===== src/rtl/boot_seq_ctrl_pkg.sv =====
// boot_seq_pkg: shared state encoding and sizing constants for the boot sequencer
package boot_seq_pkg;
    typedef enum logic [2:0] {
        ST_IDLE,
        ST_CFG,
        ST_SYNC,
        ST_CHECK,
        ST_FETCH,
        ST_DRAIN,
        ST_DONE
    } state_e;
    localparam int SYNC_CYCLES = 2;
    localparam int BUF_DEPTH   = 2;
    localparam int OCC_W       = $clog2(BUF_DEPTH + 1);
    localparam int PTR_W       = $clog2(BUF_DEPTH);
endpackage


===== src/rtl/boot_seq_ctrl_if.sv =====
// boot_seq_ctrl_if: memory read port and output stream bundle of the boot sequencer
//   master (sequencer): drives mem_rd_en/mem_addr and s_data/s_valid, receives mem_rdata/s_ready
//   slave (memory + downstream): the mirror image
interface boot_seq_ctrl_if #(
    parameter int ADDR_WIDTH = 8,
    parameter int DATA_WIDTH = 32
);
    logic                  mem_rd_en;
    logic [ADDR_WIDTH-1:0] mem_addr;
    logic [DATA_WIDTH-1:0] mem_rdata;
    logic [DATA_WIDTH-1:0] s_data;
    logic                  s_valid;
    logic                  s_ready;
    modport master (output mem_rd_en, mem_addr, s_data, s_valid, input mem_rdata, s_ready);
    modport slave  (input mem_rd_en, mem_addr, s_data, s_valid, output mem_rdata, s_ready);
endinterface


===== src/rtl/boot_seq_ctrl_skid.sv =====
// boot_seq_skid: 2-entry output FIFO with flush and occupancy
//   clk, clr_n    : clock, synchronous active-low reset
//   flush         : drop all entries (wins over push/pop)
//   push/push_data: enqueue a word
//   pop           : dequeue the head word
//   head, occ     : head word and entry count
module boot_seq_skid
    import boot_seq_pkg::*;
#(
    parameter int W = 32
) (
    input  logic             clk,
    input  logic             clr_n,
    input  logic             flush,
    input  logic             push,
    input  logic [W-1:0]     push_data,
    input  logic             pop,
    output logic [W-1:0]     head,
    output logic [OCC_W-1:0] occ
);
    logic [W-1:0]     mem_q [BUF_DEPTH];
    logic [W-1:0]     mem_d [BUF_DEPTH];
    logic [PTR_W-1:0] wr_q, wr_d, rd_q, rd_d;
    logic [OCC_W-1:0] occ_q, occ_d;

    always_comb begin
        mem_d = mem_q;
        if (push) mem_d[wr_q] = push_data;
        wr_d  = flush ? '0 : wr_q + PTR_W'(push);
        rd_d  = flush ? '0 : rd_q + PTR_W'(pop);
        occ_d = flush ? '0 : occ_q + OCC_W'(push) - OCC_W'(pop);
    end

    always_ff @(posedge clk) begin
        if (!clr_n) begin
            mem_q <= '{default: '0};
            wr_q  <= '0;
            rd_q  <= '0;
            occ_q <= '0;
        end else begin
            mem_q <= mem_d;
            wr_q  <= wr_d;
            rd_q  <= rd_d;
            occ_q <= occ_d;
        end
    end

    assign head = mem_q[rd_q];
    assign occ  = occ_q;
endmodule


===== src/rtl/boot_seq_ctrl.sv =====
// boot_seq_ctrl: PMU bitstream boot sequencer (bootloader setup, range check, fetch, stream out)
//   clk, clr_n               : clock, synchronous active-low reset
//   cfg_we/cfg_addr/cfg_len  : program the bootloader with start address and length
//   start, abort             : begin / cancel a load
//   bl_*                     : bootloader register block control and readback
//   bus (master)             : memory read port and valid/ready output stream
//   chk_exp, chk_o           : expected / running checksum (BOOT_SEQ_CHKSUM_EN enables it)
//   busy, done, err          : status; err[0] range overflow, err[1] checksum mismatch
module boot_seq_ctrl
    import boot_seq_pkg::*;
#(
    parameter int ADDR_WIDTH  = 8,
    parameter int DATA_LENGTH = 32,
    parameter int DATA_WIDTH  = 32
) (
    input  logic                   clk,
    input  logic                   clr_n,
    input  logic                   cfg_we,
    input  logic [ADDR_WIDTH-1:0]  cfg_addr,
    input  logic [DATA_LENGTH-1:0] cfg_len,
    input  logic                   start,
    input  logic                   abort,
    output logic                   bl_clr,
    output logic                   bl_rw,
    output logic [ADDR_WIDTH-1:0]  bl_addr,
    output logic [DATA_LENGTH-1:0] bl_len,
    input  logic [ADDR_WIDTH-1:0]  bl_addr_o,
    input  logic [DATA_LENGTH-1:0] bl_len_o,
    boot_seq_ctrl_if.master        bus,
    input  logic [DATA_WIDTH-1:0]  chk_exp,
    output logic [DATA_WIDTH-1:0]  chk_o,
    output logic                   busy,
    output logic                   done,
    output logic [1:0]             err
);
    localparam logic [DATA_LENGTH:0] ADDR_MAX = (DATA_LENGTH + 1)'(2 ** ADDR_WIDTH - 1);

    state_e                 state_q;
    logic [1:0]             sync_q;
    logic                   go_q;
    logic [ADDR_WIDTH-1:0]  base_q, bl_addr_q;
    logic [DATA_LENGTH-1:0] rem_q, bl_len_q, cnt_q;
    logic                   inflight_q;
    logic [1:0]             err_q;
    logic [DATA_WIDTH-1:0]  chk_q;
    logic [OCC_W-1:0]       occ;
    logic [DATA_WIDTH-1:0]  head;
    logic [DATA_LENGTH:0]   last_addr;
    logic                   abort_pulse, pop, issue, push, buf_pop, range_err, mismatch;

    assign abort_pulse = abort && state_q != ST_IDLE;
    assign pop         = bus.s_valid && bus.s_ready;
    // A read may only be issued if every word it could add still fits in the buffer.
    assign issue       = state_q == ST_FETCH && !abort && rem_q != '0 &&
                         (3'(occ) + 3'(inflight_q) < 3'd2 + 3'(pop));
    // Returning data bypasses the empty buffer; it is stored only if not taken at once.
    assign push        = inflight_q && !(occ == '0 && bus.s_ready);
    assign buf_pop     = occ != '0 && bus.s_ready;
    assign last_addr   = (DATA_LENGTH + 1)'(bl_addr_o) + (DATA_LENGTH + 1)'(bl_len_o)
                         - (DATA_LENGTH + 1)'(1);
    assign range_err   = last_addr > ADDR_MAX;

`ifdef BOOT_SEQ_CHKSUM_EN
    assign mismatch = chk_q != chk_exp;
`else
    logic unused_chk;
    assign unused_chk = ^chk_exp;
    assign mismatch   = 1'b0;
`endif

    boot_seq_skid #(.W(DATA_WIDTH)) u_skid (
        .clk      (clk),
        .clr_n    (clr_n),
        .flush    (abort_pulse),
        .push     (push),
        .push_data(bus.mem_rdata),
        .pop      (buf_pop),
        .head     (head),
        .occ      (occ)
    );

    always_ff @(posedge clk) begin
        if (!clr_n) begin
            state_q    <= ST_IDLE;
            sync_q     <= '0;
            go_q       <= 1'b0;
            base_q     <= '0;
            bl_addr_q  <= '0;
            rem_q      <= '0;
            bl_len_q   <= '0;
            cnt_q      <= '0;
            inflight_q <= 1'b0;
            err_q      <= '0;
            chk_q      <= '0;
        end else begin
            inflight_q <= issue;
            if (issue) begin
                cnt_q <= cnt_q + DATA_LENGTH'(1);
                rem_q <= rem_q - DATA_LENGTH'(1);
            end
`ifdef BOOT_SEQ_CHKSUM_EN
            if (pop) chk_q <= chk_q + bus.s_data;
`endif
            case (state_q)
                ST_IDLE: begin
                    if (cfg_we) begin
                        bl_addr_q <= cfg_addr;
                        bl_len_q  <= cfg_len;
                        go_q      <= 1'b0;
                        state_q   <= ST_CFG;
                    end else if (start) begin
                        go_q    <= 1'b1;
                        err_q   <= '0;
                        chk_q   <= '0;
                        cnt_q   <= '0;
                        sync_q  <= '0;
                        state_q <= ST_SYNC;
                    end
                end
                ST_CFG: begin
                    sync_q  <= '0;
                    state_q <= ST_SYNC;
                end
                ST_SYNC: begin
                    sync_q <= sync_q + 2'd1;
                    if (sync_q == 2'(SYNC_CYCLES - 1)) state_q <= go_q ? ST_CHECK : ST_IDLE;
                end
                ST_CHECK: begin
                    base_q <= bl_addr_o;
                    rem_q  <= bl_len_o;
                    if (bl_len_o == '0) state_q <= ST_DONE;
                    else if (range_err) begin
                        err_q[0] <= 1'b1;
                        state_q  <= ST_IDLE;
                    end else state_q <= ST_FETCH;
                end
                ST_FETCH: if (issue && rem_q == DATA_LENGTH'(1)) state_q <= ST_DRAIN;
                // Leave once the word leaving this cycle is the last one held anywhere.
                ST_DRAIN: if (3'(occ) + 3'(inflight_q) == 3'(pop)) state_q <= ST_DONE;
                ST_DONE: begin
                    if (mismatch && !abort) err_q[1] <= 1'b1;
                    state_q <= ST_IDLE;
                end
                default: state_q <= ST_IDLE;
            endcase
            if (abort_pulse) begin
                state_q    <= ST_IDLE;
                inflight_q <= 1'b0;
            end
        end
    end

    assign bus.mem_rd_en = issue;
    assign bus.mem_addr  = issue ? base_q + cnt_q[ADDR_WIDTH-1:0] : '0;
    assign bus.s_valid   = occ != '0 || inflight_q;
    assign bus.s_data    = occ != '0 ? head : (inflight_q ? bus.mem_rdata : '0);
    assign bl_clr        = !clr_n || abort_pulse;
    assign bl_rw         = state_q == ST_CFG;
    assign bl_addr       = bl_addr_q;
    assign bl_len        = bl_len_q;
    assign busy          = state_q != ST_IDLE;
    assign done          = state_q == ST_DONE && !mismatch && !abort;
    assign err           = err_q;
    assign chk_o         = chk_q;
endmodule


===== src/flat_wrapper.sv =====
// flat-port wrapper written by rule: the top's interface ports become plain ports
module boot_seq_ctrl_flat import boot_seq_pkg::*;
#(
    parameter int ADDR_WIDTH  = 8,
    parameter int DATA_LENGTH = 32,
    parameter int DATA_WIDTH  = 32
)
  (clk, clr_n, cfg_we, cfg_addr, cfg_len, start, abort, bl_clr, bl_rw, bl_addr, bl_len, bl_addr_o, bl_len_o, chk_exp, chk_o, busy, done, err, bus_mem_rd_en, bus_mem_addr, bus_s_data, bus_s_valid, bus_mem_rdata, bus_s_ready);
  boot_seq_ctrl_if #(.ADDR_WIDTH(ADDR_WIDTH), .DATA_WIDTH(DATA_WIDTH)) bus_i ();
  input  logic clk;
  input  logic clr_n;
  input  logic cfg_we;
  input  logic [ADDR_WIDTH-1:0] cfg_addr;
  input  logic [DATA_LENGTH-1:0] cfg_len;
  input  logic start;
  input  logic abort;
  output logic bl_clr;
  output logic bl_rw;
  output logic [ADDR_WIDTH-1:0] bl_addr;
  output logic [DATA_LENGTH-1:0] bl_len;
  input  logic [ADDR_WIDTH-1:0] bl_addr_o;
  input  logic [DATA_LENGTH-1:0] bl_len_o;
  input  logic [DATA_WIDTH-1:0] chk_exp;
  output logic [DATA_WIDTH-1:0] chk_o;
  output logic busy;
  output logic done;
  output logic [1:0] err;
  output wire logic [$bits(bus_i.mem_rd_en)-1:0] bus_mem_rd_en;
  output wire logic [$bits(bus_i.mem_addr)-1:0] bus_mem_addr;
  output wire logic [$bits(bus_i.s_data)-1:0] bus_s_data;
  output wire logic [$bits(bus_i.s_valid)-1:0] bus_s_valid;
  input wire logic [$bits(bus_i.mem_rdata)-1:0] bus_mem_rdata;
  input wire logic [$bits(bus_i.s_ready)-1:0] bus_s_ready;
  assign bus_mem_rd_en = bus_i.mem_rd_en;
  assign bus_mem_addr = bus_i.mem_addr;
  assign bus_s_data = bus_i.s_data;
  assign bus_s_valid = bus_i.s_valid;
  assign bus_i.mem_rdata = bus_mem_rdata;
  assign bus_i.s_ready = bus_s_ready;
  boot_seq_ctrl #(.ADDR_WIDTH(ADDR_WIDTH), .DATA_LENGTH(DATA_LENGTH), .DATA_WIDTH(DATA_WIDTH)) u_core (.clk(clk), .clr_n(clr_n), .cfg_we(cfg_we), .cfg_addr(cfg_addr), .cfg_len(cfg_len), .start(start), .abort(abort), .bl_clr(bl_clr), .bl_rw(bl_rw), .bl_addr(bl_addr), .bl_len(bl_len), .bl_addr_o(bl_addr_o), .bl_len_o(bl_len_o), .bus(bus_i), .chk_exp(chk_exp), .chk_o(chk_o), .busy(busy), .done(done), .err(err));
endmodule

===== config.mk =====
export PLATFORM = sky130hd
export DESIGN_NAME = boot_seq_ctrl_flat
export DESIGN_NICKNAME = d
export VERILOG_FILES = /design/src/rtl/boot_seq_ctrl_pkg.sv /design/src/rtl/boot_seq_ctrl_if.sv /design/src/rtl/boot_seq_ctrl_skid.sv /design/src/rtl/boot_seq_ctrl.sv /design/src/flat_wrapper.sv
export SDC_FILE = /design/constraint.sdc
export NUM_CORES = 1
export LEC_CHECK = 0
export CAP_MARGIN = 10
export CORE_UTILIZATION = 40
export CTS_BUF_LIST = sky130_fd_sc_hd__clkbuf_4 sky130_fd_sc_hd__clkbuf_8 sky130_fd_sc_hd__clkbuf_16
export CTS_CLUSTER_SIZE = 8
export DETAILED_ROUTE_END_ITERATION = 12
export PLACE_DENSITY = 0.68
export RECOVER_POWER = 50
export SLEW_MARGIN = 20
export SYNTH_ARGS = -nofsm -noshare
export SYNTH_HDL_FRONTEND = slang
export SYNTH_SLANG_ARGS = --single-unit

===== constraint.sdc =====
create_clock -name clk -period 10.5 [get_ports clk]
set_input_delay 2.1 -clock clk [delete_from_list [all_inputs] [get_ports clk]]
set_output_delay 2.1 -clock clk [all_outputs]
set_load 0.05 [all_outputs]

==> flow_summary_export.csv <==
group,metric,value,unit
status,run_status,"finished with violations",
routing,ant_nets,0,
routing,via_per_inst,5.42,
setup_path,critical_path_arrival,5580,ps
timing,timing.final.max_slew_violations,251,
cts,depth_of_the_cts_h_tree,4,
synth,postSynthAreaPerCell,7.82,um^2
floorplan,rows,58,
cts,post_cts.repair.setup_buffers,0,
cts,path_clk_slew,70,ps
floorplan,design.core.area,25500,um^2
timing,final_min_period_over_clock_period,0.732,
synth,yosysMostFrequentCell,"sky130_fd_sc_hd__dfxtp_1",
routing,drt_pre_antenna_iters,5,
setup_path,timing_worst_setup_path_type,"in2out",
synth,synth.ff_latch_count,164,
synth,synth.yosys.warnings,0,
cts,cts_hold_repair.buffers,0,
synth,yosys.area.top_type_share,0.313,
placed_design,placement.io_buffers,204,
setup_path,cp_data_required_time,8400,ps
cts,clkLatencyLatePin,440,ps
cts,cts_sinks,164,
grt,grt_most_used_layer,"met2",
power_and_ir_drop,leakagePower,5.03,nW
placed_design,gp_congestion,0.942,
synth,synth_instances,1341,
finish,drive_gt1_frac,0.0377,
grt,groute.layer.met2.usage,0.369,
timing,timing_worst_slew_pin_value,3470,ps
setup_path,cp-start-kind,"input pin",
grt,grt_pass1_wl,47.5,mm
routing,detail_route.drc_violations,0,
floorplan,floorplan.die.height,164,um
cts,post_cts_resize_count,0,
synth,synth_area_leader_cell,"sky130_fd_sc_hd__dfxtp_1",
synth,yosysSeqAreaShare,0.313,
cts,cts_tree,"done",
power_and_ir_drop,pwr_density_cell,144,nW/um^2
timing,setup_repair_after_global_routing_missed_its_margin,"no",
setup_path,timing.critical_path.fanout_max,29,
timing,finalHoldViolations,0,
finish,finish.utilization,0.516,
timing,setup_viol,0,
floorplan,ios,270,
cts,cts_root_buffer,"sky130_fd_sc_hd__clkbuf_16",
power_and_ir_drop,finalPower,1.89,mW
timing,max_clock_freq,130,MHz
floorplan,design.die.area,26900,um^2
finish,area_growth_from_synthesis_to_layout,25.4,%
timing,worst_slew_margin_rel,-1.32,
finish,num-nets-final,1723,
grt,grt_util_met1,0.293,
placed_design,dp_hpwl,22.3,mm
routing,drt-initial-drc-count,752,
routing,route.vias.total,9986,
worst_hold_path,worst_hold_path_type,"reg2reg",
timing,worst_clock_skew,11.7,ps
routing,detail_route.wl_per_cell,16.2,um
cts,cts_inserted_buffers,17,
grt,grt_pass1_vias,9183,
cts,cts_buffer_depth,2,
synth,top_flip_flop_cell_by_instance_count_after_synthesis,"sky130_fd_sc_hd__dfxtp_1",
setup_path,setup.worst_path.end_class,"output pin",
power_and_ir_drop,ir_drop,0.000100,V
grt,grt_util_all_layers,0.222,
timing,setup_tns,0,ps
synth,synth.distinct_cells,78,
floorplan,die_w,164,um
timing,finalCriticalPeriod,7680,ps
synth,synth-async-reset-ratio,0,
grt,grt_overflow_total,0,
routing,routed_wirelength,29.9,mm
run,timing.max_cap.violations,5,
status,violations,"max-capacitance violations, max-slew violations",
grt,grt_start_max_net_pins,77,
floorplan,initial_utilization,0.412,
synth,synth.top_cells.by_area,"sky130_fd_sc_hd__dfxtp_1 (31%), sky130_fd_sc_hd__mux2i_1 (9.4%), sky130_fd_sc_hd__ha_1 (8.4%)",
grt,antenna_found_initial,1,
synth,yosys-top-cells-count,"sky130_fd_sc_hd__dfxtp_1 (164), sky130_fd_sc_hd__nand2_1 (145), sky130_fd_sc_hd__nor2_1 (144), sky130_fd_sc_hd__a21oi_1 (110), sky130_fd_sc_hd__mux2i_1 (99)",
synth,synth_area,10500,um^2
grt,met3_track_usage_gr,0.0462,
synth,synth_edf_count,0,
-- critical path, stage by stage --
cell	delay, ps
sky130_fd_sc_hd__dlygate4sd3_1	570
sky130_fd_sc_hd__and2_0	160
sky130_fd_sc_hd__ha_1	180
sky130_fd_sc_hd__nand2b_1	140
sky130_fd_sc_hd__nand3_1	100
sky130_fd_sc_hd__a21o_1	90
sky130_fd_sc_hd__clkbuf_1	980
sky130_fd_sc_hd__inv_4	300
sky130_fd_sc_hd__and2_1	270
sky130_fd_sc_hd__clkdlybuf4s50_1	690
-- stage by stage --
stage	instances	setup slack (ps)	hold slack, ps	cell area [um^2]
finish	1844	2820	449	13100
floorplan	1373	4770	440	10600
detailed placement	1812	3740	444	12600
CTS	1843	3700	455	13200
global placement	1812	3740	436	12600
global route	1844	2590	463	13100
-- cells by family (layout without fill, tap and decap cells) --
family | Yosys count | after routing | share of synthesized area
simple gates | 480 | 480 | 0.215
compound gates | 310 | 310 | 0.184
buf+inv | 189 | 329 | 0.0828
flops | 164 | 164 | 0.313
mux | 100 | 100 | 0.0956
fa+ha+maj | 72 | 72 | 0.0873
xor+xnor | 25 | 25 | 0.0209
other cells | 1 | 34 | 0.000358
-- layer usage --
metal,wire length (um),vias up
li1,-,4964
met4,546,0
met2,14200,298
met3,1790,40
met1,13300,4684
met5,0,-
-- final cells by class --
cell class | count | area, um^2
inverters | 85 | 323
flip-flops and latches | 164 | 3280
diodes | 1 | 2.50
clock inverters | 14 | 134
multi-input cells | 1020 | 6460
fillers | 2418 | 12300
well taps | 330 | 413
clock buffers | 17 | 425
repair buffers | 213 | 2100
-- cell usage in the layout, fill, tap and decap left out, drive strengths merged, types with 7 or more instances in the layout --
master,n
nand2b,11
xnor2,17
and2,8
xor2,8
nor2b,16
o21a,11
a21o,8
mux2i,99
o21ai,78
clkdlybuf4s50,160
nor2,146
nand4,9
nor4,12
clkbuf,20
conb,33
inv,95
a221oi,9
nor3b,7
o211ai,12
a21oi,110
a211oi,11
or3,11
a31oi,11
nand2,145
nand3,57
or4,9
dlygate4sd3,44
ha,70
dfxtp,164
nor3,21
-- power breakdown --
part	internal [mW]	switching, mW	leakage (nW)	total (mW)
sequential	0.660	0.0283	1.33	0.688
combinational	0.208	0.393	3.43	0.600
clock	0.314	0.285	0.269	0.599
total	1.18	0.706	5.03	1.89
-- sequential cells by signal (all words and copies together), names as in the netlist --
name and count:
u_core.base_q 8, u_core.bl_addr 8, u_core.bl_len 32, u_core.cnt_q 8
u_core.err 1, u_core.go_q 1, u_core.inflight_q 1, u_core.rem_q 32
u_core.state_q 3, u_core.sync_q 2, u_core.u_skid.mem_q 64, u_core.u_skid.occ 2
u_core.u_skid.rd_q 1, u_core.u_skid.wr_q 1
-- final timing paths --
path | depth (start not counted) | start | slack [ps] | to
max | 10 | bus_s_ready | 2820 | bus_mem_addr[1]
min | 2 | u_core.err[0]$_SDFFE_PN0P_ | 450 | u_core.err[0]$_SDFFE_PN0P_
max reg2reg | 11 | u_core.rem_q[19]$_SDFFE_PN0P_ | 6160 | u_core.rem_q[27]$_SDFFE_PN0P_
min reg2reg | 2 | u_core.err[0]$_SDFFE_PN0P_ | 450 | u_core.err[0]$_SDFFE_PN0P_
(Power assumes the default switching activity.)
